## src/rtl/lib_rr_pkt_mux.sv

```systemverilog
// Round-robin packet mux: a requester keeps the shared channel from grant until its last beat is accepted.
// Optional LIB_RR_PKT_MUX_OUT_PIPE_EN inserts a 1-entry output register (1-cycle latency).
module lib_rr_pkt_mux #(
  parameter int unsigned NUM       = 4,
  parameter int unsigned NUM_BITS  = 32,
  parameter int unsigned MAX_BEATS = 16
) (
  input  logic                         clk,
  input  logic                         rst,
  input  logic [NUM-1:0]               in_val,
  input  logic [NUM-1:0][NUM_BITS-1:0] in_d,
  input  logic [NUM-1:0]               in_last,
  output logic [NUM-1:0]               in_rdy,
  output logic                         out_val,
  output logic [NUM_BITS-1:0]          out_d,
  output logic                         out_last,
  output logic [$clog2(NUM)-1:0]       out_id,
  input  logic                         out_rdy,
  output logic                         err_len
);
  localparam int unsigned IDW = $clog2(NUM);
  localparam int unsigned SW  = IDW + 1;
  localparam int unsigned CW  = $clog2(MAX_BEATS);

  typedef enum logic {
    ST_IDLE   = 1'b0,
    ST_LOCKED = 1'b1
  } state_e;

  state_e         state_q, state_d;
  logic [IDW-1:0] ptr_q, ptr_d;
  logic [IDW-1:0] own_q, own_d;
  logic [CW-1:0]  cnt_q, cnt_d;
  logic           err_q, err_d;

  logic           found_c;
  logic [IDW-1:0] srch_c;
  logic [SW-1:0]  cand_c;
  logic [IDW-1:0] gnt_c;
  logic           gnt_act_c;
  logic           gnt_val_c;
  logic           acc_rdy_c;
  logic           acc_c;

  function automatic logic [IDW-1:0] next_idx(input logic [IDW-1:0] i);
    return (i == IDW'(NUM - 1)) ? '0 : i + IDW'(1);
  endfunction

  // First valid requester at or after ptr_q, wrapping at NUM-1
  always_comb begin
    found_c = 1'b0;
    srch_c  = '0;
    cand_c  = '0;
    for (int unsigned k = 0; k < NUM; k++) begin
      cand_c = {1'b0, ptr_q} + SW'(k);
      if (cand_c >= SW'(NUM)) begin
        cand_c = cand_c - SW'(NUM);
      end
      if (!found_c && in_val[cand_c[IDW-1:0]]) begin
        found_c = 1'b1;
        srch_c  = cand_c[IDW-1:0];
      end
    end
  end

  // A locked owner stays connected even while its valid is low
  always_comb begin
    gnt_c     = (state_q == ST_LOCKED) ? own_q : srch_c;
    gnt_act_c = !rst && ((state_q == ST_LOCKED) || found_c);
    gnt_val_c = gnt_act_c && in_val[gnt_c];
  end

  assign acc_c = gnt_val_c && acc_rdy_c;

  always_comb begin
    in_rdy = '0;
    if (gnt_act_c) begin
      in_rdy[gnt_c] = acc_rdy_c;
    end
  end

  // Any grant that does not finish its packet this cycle becomes a lock
  always_comb begin
    state_d = state_q;
    ptr_d   = ptr_q;
    own_d   = own_q;
    cnt_d   = cnt_q;
    err_d   = err_q;
    if (acc_c && in_last[gnt_c]) begin
      state_d = ST_IDLE;
      ptr_d   = next_idx(gnt_c);
      cnt_d   = '0;
    end else if (gnt_act_c) begin
      state_d = ST_LOCKED;
      own_d   = gnt_c;
      if (acc_c) begin
        if (cnt_q == CW'(MAX_BEATS - 1)) begin
          err_d = 1'b1;
        end else begin
          cnt_d = cnt_q + CW'(1);
        end
      end
    end
  end

  always_ff @(posedge clk or posedge rst) begin
    if (rst) begin
      state_q <= ST_IDLE;
      ptr_q   <= '0;
      own_q   <= '0;
      cnt_q   <= '0;
      err_q   <= 1'b0;
    end else begin
      state_q <= state_d;
      ptr_q   <= ptr_d;
      own_q   <= own_d;
      cnt_q   <= cnt_d;
      err_q   <= err_d;
    end
  end

  assign err_len = err_q;

`ifdef LIB_RR_PKT_MUX_OUT_PIPE_EN
  logic                pv_q;
  logic [NUM_BITS-1:0] pd_q;
  logic                pl_q;
  logic [IDW-1:0]      pid_q;

  assign acc_rdy_c = out_rdy || !pv_q;

  // Output slot refills on the same cycle it drains
  always_ff @(posedge clk or posedge rst) begin
    if (rst) begin
      pv_q  <= 1'b0;
      pd_q  <= '0;
      pl_q  <= 1'b0;
      pid_q <= '0;
    end else if (acc_c) begin
      pv_q  <= 1'b1;
      pd_q  <= in_d[gnt_c];
      pl_q  <= in_last[gnt_c];
      pid_q <= gnt_c;
    end else if (out_rdy) begin
      pv_q  <= 1'b0;
    end
  end

  assign out_val  = pv_q;
  assign out_d    = pd_q;
  assign out_last = pl_q;
  assign out_id   = pid_q;
`else
  assign acc_rdy_c = out_rdy;
  assign out_val   = gnt_val_c;
  assign out_d     = in_d[gnt_c];
  assign out_last  = in_last[gnt_c];
  assign out_id    = gnt_c;
`endif

endmodule
```

## config.mk

```make
export PLATFORM = sky130hd
export DESIGN_NAME = lib_rr_pkt_mux
export DESIGN_NICKNAME = d
export VERILOG_FILES = /design/src/rtl/lib_rr_pkt_mux.sv
export SDC_FILE = /design/constraint.sdc
export NUM_CORES = 1
export LEC_CHECK = 0
export ABC_AREA = 1
export CAP_MARGIN = 20
export CORE_MARGIN = 4
export CORE_UTILIZATION = 34
export CTS_CLUSTER_DIAMETER = 100
export DETAILED_ROUTE_END_ITERATION = 12
export PLACE_DENSITY = 0.88
export SLEW_MARGIN = 20
export SYNTH_ARGS = -nofsm -noshare
export SYNTH_HDL_FRONTEND = slang
export SYNTH_SLANG_ARGS = --single-unit
```

## constraint.sdc

```tcl
create_clock -name clk -period 4 [get_ports clk]
set_input_delay 0.6 -clock clk [delete_from_list [all_inputs] [get_ports clk]]
set_output_delay 0.6 -clock clk [all_outputs]
set_load 0.1 [all_outputs]
```

# [Word level (Yosys, flattened, before mapping)]
# Cells that the tools add are included.
# W data, S select, Z words.
[word_totals] register_bits=10 inputBits=139 output_inout_bits=41
[classes] addsub=9 muxes=37 bitwise_logic=2 n_reduce_logical=18 magnitude_cmp=10 eq_ne=3
[ops] cell="$bmux W32 S2" count=1
[ops] cell="$mux W32" count=1
[ops] cell="$mux W2" count=10
[ops] cell="$mux W4" count=5
[ops] cell="$lt A2 B3 Y1 const B" count=5
[ops] cell="$mux W1" count=13
[ops] cell="$bmux W1 S2" count=6
[ops] cell="$ge A3 B3 Y1 const B" count=3
[ops] cell="$logic_and A1 B1 Y1" count=8
[ops] cell="$sub A2 B1 Y2 const B" count=4
[ops] cell="$add A2 B2 Y3 const B" count=2
[ops] cell="$add A4 B1 Y4 const B" count=1
[ops] cell="$and A4 B4 Y4" count=1
[ops] cell="$eq A4 B4 Y1 const B" count=1
[ops] cell="$logic_not A1 Y1" count=4
[ops] cell="$reduce_and A4 Y1" count=1
[ops] cell="$reduce_bool A2 Y1" count=2
[ops] cell="$add A2 B1 Y3 const B" count=1
[ops] cell="$ge A2 B3 Y1 const B" count=1
[ops] cell="$reduce_and A3 Y1" count=1
[ops] cell="$add A2 B1 Y2 const B" count=1
[ops] cell="$demux W1 S2" count=1
[ops] cell="$eq A2 B2 Y1 const B" count=1
[ops] cell="$ge A2 B1 Y1 const B" count=1
[ops] cell="other kinds (4)" count=4

# [Longest topological paths before layout]
[logic_depth] word_depth=22 depth_mapped=18 ltp_nobuf=18

# [Worst setup path after synthesis]
# OpenSTA, ideal clock, no wires.
[synth_timing] path_kind="input to output" from="in in_val[2]" to="out out_val" cell_stages=13 t_arrival_ns=3.656 required_time_ns=3.400 setup_slack_ns=-0.256 cell_sequence="inv_1 -> nand2_1 -> nand3_1 -> nand2_2 -> nor2_4 -> nand2_2 -> nor2_4 -> nor2_4 -> nand3_1 -> nand2_1 -> nand2_1 -> nand2_2 -> nor3_1"
[synth_via] elab_chain_len=16 elab_cells_between_ends=28 classes_between="mux (19); reduce/logical (9)"
[synth_lines] element="start, declared" line="10" source="input logic [NUM-1:0] in_val,"
[synth_lines] element="$bmux W1 S2" line="59" source="if (!found_c && in_val[cand_c[IDW-1:0]]) begin"
[synth_lines] element="$mux W1 (implied by the code)" line="59"
[synth_lines] element="$mux W1" line="59"
[synth_lines] element="$logic_not A1 Y1" line="59"
[synth_lines] element="$logic_and A1 B1 Y1" line="59"
[synth_lines] element="$mux W1" line="59"
[synth_lines] element="$logic_not A1 Y1" line="59"
[synth_lines] element="$logic_and A1 B1 Y1" line="59"
[synth_lines] element="$mux W1" line="59"
[synth_lines] element="$logic_not A1 Y1" line="59"
[synth_lines] element="$logic_and A1 B1 Y1" line="59"
[synth_lines] element="$mux W2" line="59"
[synth_lines] element="$mux W2" line="68" source="gnt_c = (state_q == ST_LOCKED) ? own_q : srch_c;"
[synth_lines] element="$bmux W1 S2" line="70" source="gnt_val_c = gnt_act_c && in_val[gnt_c];"
[synth_lines] element="$mux W1 (implied by the code)" line="70"
[synth_lines] element="$logic_and A1 B1 Y1 (*)" line="70"
[synth_lines] element="end, declared" line="14" source="output logic out_val,"
# Mark *: on every way between the ends. The rest lies on a longest branch, timed or not. The select of a mux whose other input is x is not followed.

# [Worst setup path in the final report]
[layout_timing] from="in in_val[2]" to="out out_d[26]"
[layout_via] elab_chain_len=15 elab_cells_between_ends=24 classes_between="mux (18); reduce/logical (6)"
[layout_lines] element="$bmux W1 S2" line="59"
[layout_lines] element="$mux W1 (implied by the code)" line="59"
[layout_lines] element="$mux W1" line="59"
[layout_lines] element="$logic_not A1 Y1" line="59"
[layout_lines] element="$logic_and A1 B1 Y1" line="59"
[layout_lines] element="$mux W1" line="59"
[layout_lines] element="$logic_not A1 Y1" line="59"
[layout_lines] element="$logic_and A1 B1 Y1" line="59"
[layout_lines] element="$mux W1" line="59"
[layout_lines] element="$logic_not A1 Y1" line="59"
[layout_lines] element="$logic_and A1 B1 Y1" line="59"
[layout_lines] element="$mux W2 (*)" line="59"
[layout_lines] element="$mux W2 (*)" line="68"
[layout_lines] element="$bmux W32 S2 (*)" line="156" source="assign out_d = in_d[gnt_c];"
[layout_lines] element="$mux W32 (implied by the code) (*)" line="156"
[layout_lines] element="end, declared" line="15" source="output logic [NUM_BITS-1:0] out_d,"
# Marks and branches as above.

==> key figures <==
Route
  • Wire length per cell: 16.3 µm
  • ANT nets after route: 0
  • Iteration count of the initial detailed-routing pass: 5
  • Via density: 5.27
  • DR iter-0 viols: about 200
  • Total Wirelength: 9490 µm
  • Total number of vias: 3070
  • Total DRC errors in the routed layout: 0

Global route
  • Total grt overflow: 0
  • Initial antenna violation count: 0
  • Largest net degree at the start of global routing: 55
  • First-pass GRT wire length: 15100 µm
  • Number of global-route vias before repair: about 3200
  • Gr usage total: 0.259

Clock tree
  • Postcts setup bufs: 0
  • CTS tree: done
  • CTS Sinks: 10
  • CTS buffer count: 3
  • H-tree depth: 1
  • Worst skew pair latency: between 200 and 250 ps
  • Post-cts gate resize count: 0
  • Hold_buf cts: 0
  • Clk buf depth: 2
  • Root Buffer: clkbuf_8
  • Clk slew on worst S/H paths: 50 ps

Timing
  • Relative slew slack: 0.356
  • RSZ-0062 raised after global routing: no
  • Final hold violation count: 0
  • Fin crit period: 3760 ps
  • Final worst-path cycle share: 0.939
  • Setup_tns: 0 ps
  • Fmax: 0.266 GHz
  • Final WS setup: around 240 ps
  • Worst slew pin tran: between 900 and 1000 ps
  • Clock Skews: 3.15 ps
  • Max-slew violations: 0
  • Final setup vio count: 0

Final layout
  • Final #Nets: between 600 and 700
  • Layout cell share with drive strength beyond 1: 0.180
  • Area delta synth->final: 120%
  • Final instance area: 4330 µm²
  • Ant. Diodes: 0
  • Finished Layout Cells: approximately 600

Synth
  • Syn_nets: 487
  • Mean Syn Cell Area: 5.73 µm²
  • Compound-gate portion of the synthesized area: 0.282
  • Post-Syn Instances: 343
  • Synth top area share: 0.145
  • Cell area after synthesis: 1960 µm²
  • XOR/XNOR Fraction of Synth Area: 0.00892
  • Mux contribution to synthesized area: 0
  • Ys Warns: 0
  • Simple-Gate Fraction of Synth Area: 0.432
  • Synth Area in Adders: 0.0318
  • Dominant cell type by area after synthesis: o21ai_0
  • Main combinational cell family by area after synthesis: simple AND/OR/NAND/NOR gates
  • Synthesis-stage register bit count: 10
  • Sequential area share after synthesis: 0.127
  • Largest cells by area after synthesis: o21ai_0 (15%), nor2_1 (13%), dfrtp_1 (13%)
  • Number of library cell types mapped by synthesis: 29

Die
  • Die Y: 84.0 µm
  • Core area: 5540 µm²
  • Die area: 7060 µm²
  • Cell Rows: 27
  • Starting density of the core: 0.355
  • Boundary Pins: 180
  • Chip Width: approximately 84 µm

Critical path
  • Launch point of the worst reg-to-reg path: ptr_q[0]
  • Crit. Startpoint: in_val[2]
  • Critical Path AT: 3160 ps
  • Crit. End Element: output port
  • Reg2Reg Depth: 18
  • R2R setup slack: 1340 ps
  • CP Max Fanout: 18
  • Crit path required time: roughly 3400 ps
  • Worst setup path end: out_d[26]
  • Worst reg2reg path endpoint: cnt_q[3]
  • Setup crit start kind: primary input
  • Critical path class: primary input to output port

Placement
  • Pre-CTS WS: 278 ps
  • PortBufs: 179
  • Detail Placement HPWL: 7820 µm
  • Placed inst area: around 4300 µm²
  • Gp weighted congestion: 0.901
  • Placed Cells: 579

Outcome
  • Outcome: complete, no violations

Hold path
  • Hold Path Class: register to register

Run
  • Max Cap Violations: 0
-- critical path: stages --
cell and delay [ps]:
clkdlybuf4s50_1 490, inv_1 90, nand2_1 100, nand3_1 100, nand2_1 100, inv_1 80
nand2_2 90, nor2_4 50, nor2_4 190, nand2_8 140, inv_2 290, buf_4 240
o21ai_0 90, o22ai_1 260, buf_12 220
-- routing by layer --
metal,vias to the layer above,part of all wire,GRT usage
met5,-,0,0
met4,0,0.038,0.104
met3,34,0.084,0.0691
met2,160,0.53,0.506
met1,1387,0.35,0.255
li1,1489,-,-
-- Yosys cell counts (all sizes together) --
cell type  instances
nand2             75
ha                 5
clkbuf             3
xor2               2
nand3             22
nand4              4
o21bai             1
nor3               1
inv               27
buf               18
o22ai             32
nand3b             2
nor2              74
o21ai             66
a21oi              1
dfrtp             10
-- cell families after synthesis --
logic type,Yosys count
DFF,10
buffers and inverters,48
AOI/OAI and AO/OA,100
xor gates and xnor gates,2
and+or+nand+nor,178
adders and majority gates,5
-- how the worst min path moves through the flow --
stage	start	to	slack (ps)	cells past startpoint
after floorplan	own_q[1]	own_q[1]	440	2
after global placement	own_q[0]	own_q[0]	460	2
after detailed placement	own_q[1]	own_q[1]	470	2
after CTS	own_q[1]	own_q[1]	480	2
after global routing	own_q[1]	own_q[1]	520	2
final	own_q[1]	own_q[1]	490	2
-- sequential cells by signal, summed over array words and instances (netlist names) --
| name | cells |
|---|---|
| err_len | 1 |
| state_q | 1 |
| own_q | 2 |
| cnt_q | 4 |
| ptr_q | 2 |
-- placed cells by master (no fill, tap or decap), types with 3 or more instances in the layout --
cell type        instances
nand3_1                 17
nand2_2                  9
nand4_1                  4
o21ai_0                 57
o22ai_1                 24
ha_1                     5
nor2_4                   3
buf_12                  44
inv_2                    6
dfrtp_1                 10
nand2_4                  3
nand3_2                  4
nor2_2                   3
clkbuf_8                 4
o21ai_1                  9
inv_1                   20
nand2_1                 62
nor2_1                  67
o22ai_2                  8
clkdlybuf4s50_1        139
-- through the flow --
stage	utilization	hold slack, ps
after floorplan	-	442
after global placement	0.772	459
after detailed placement	0.772	468
after CTS	0.782	482
after global routing	0.782	519
final	0.782	487
-- final cells by class --
class	count	area [µm²]
well taps	72	90.1
inverters	27	104
multi-input cells	285	1540
repair buffers	185	2290
flip-flops and latches	10	250
clock buffers	4	55.1
fillers	390	1210
Power is left out: the tool's default activity adds up to more than one toggle a clock period on the data nets, which glitch-free logic cannot reach.
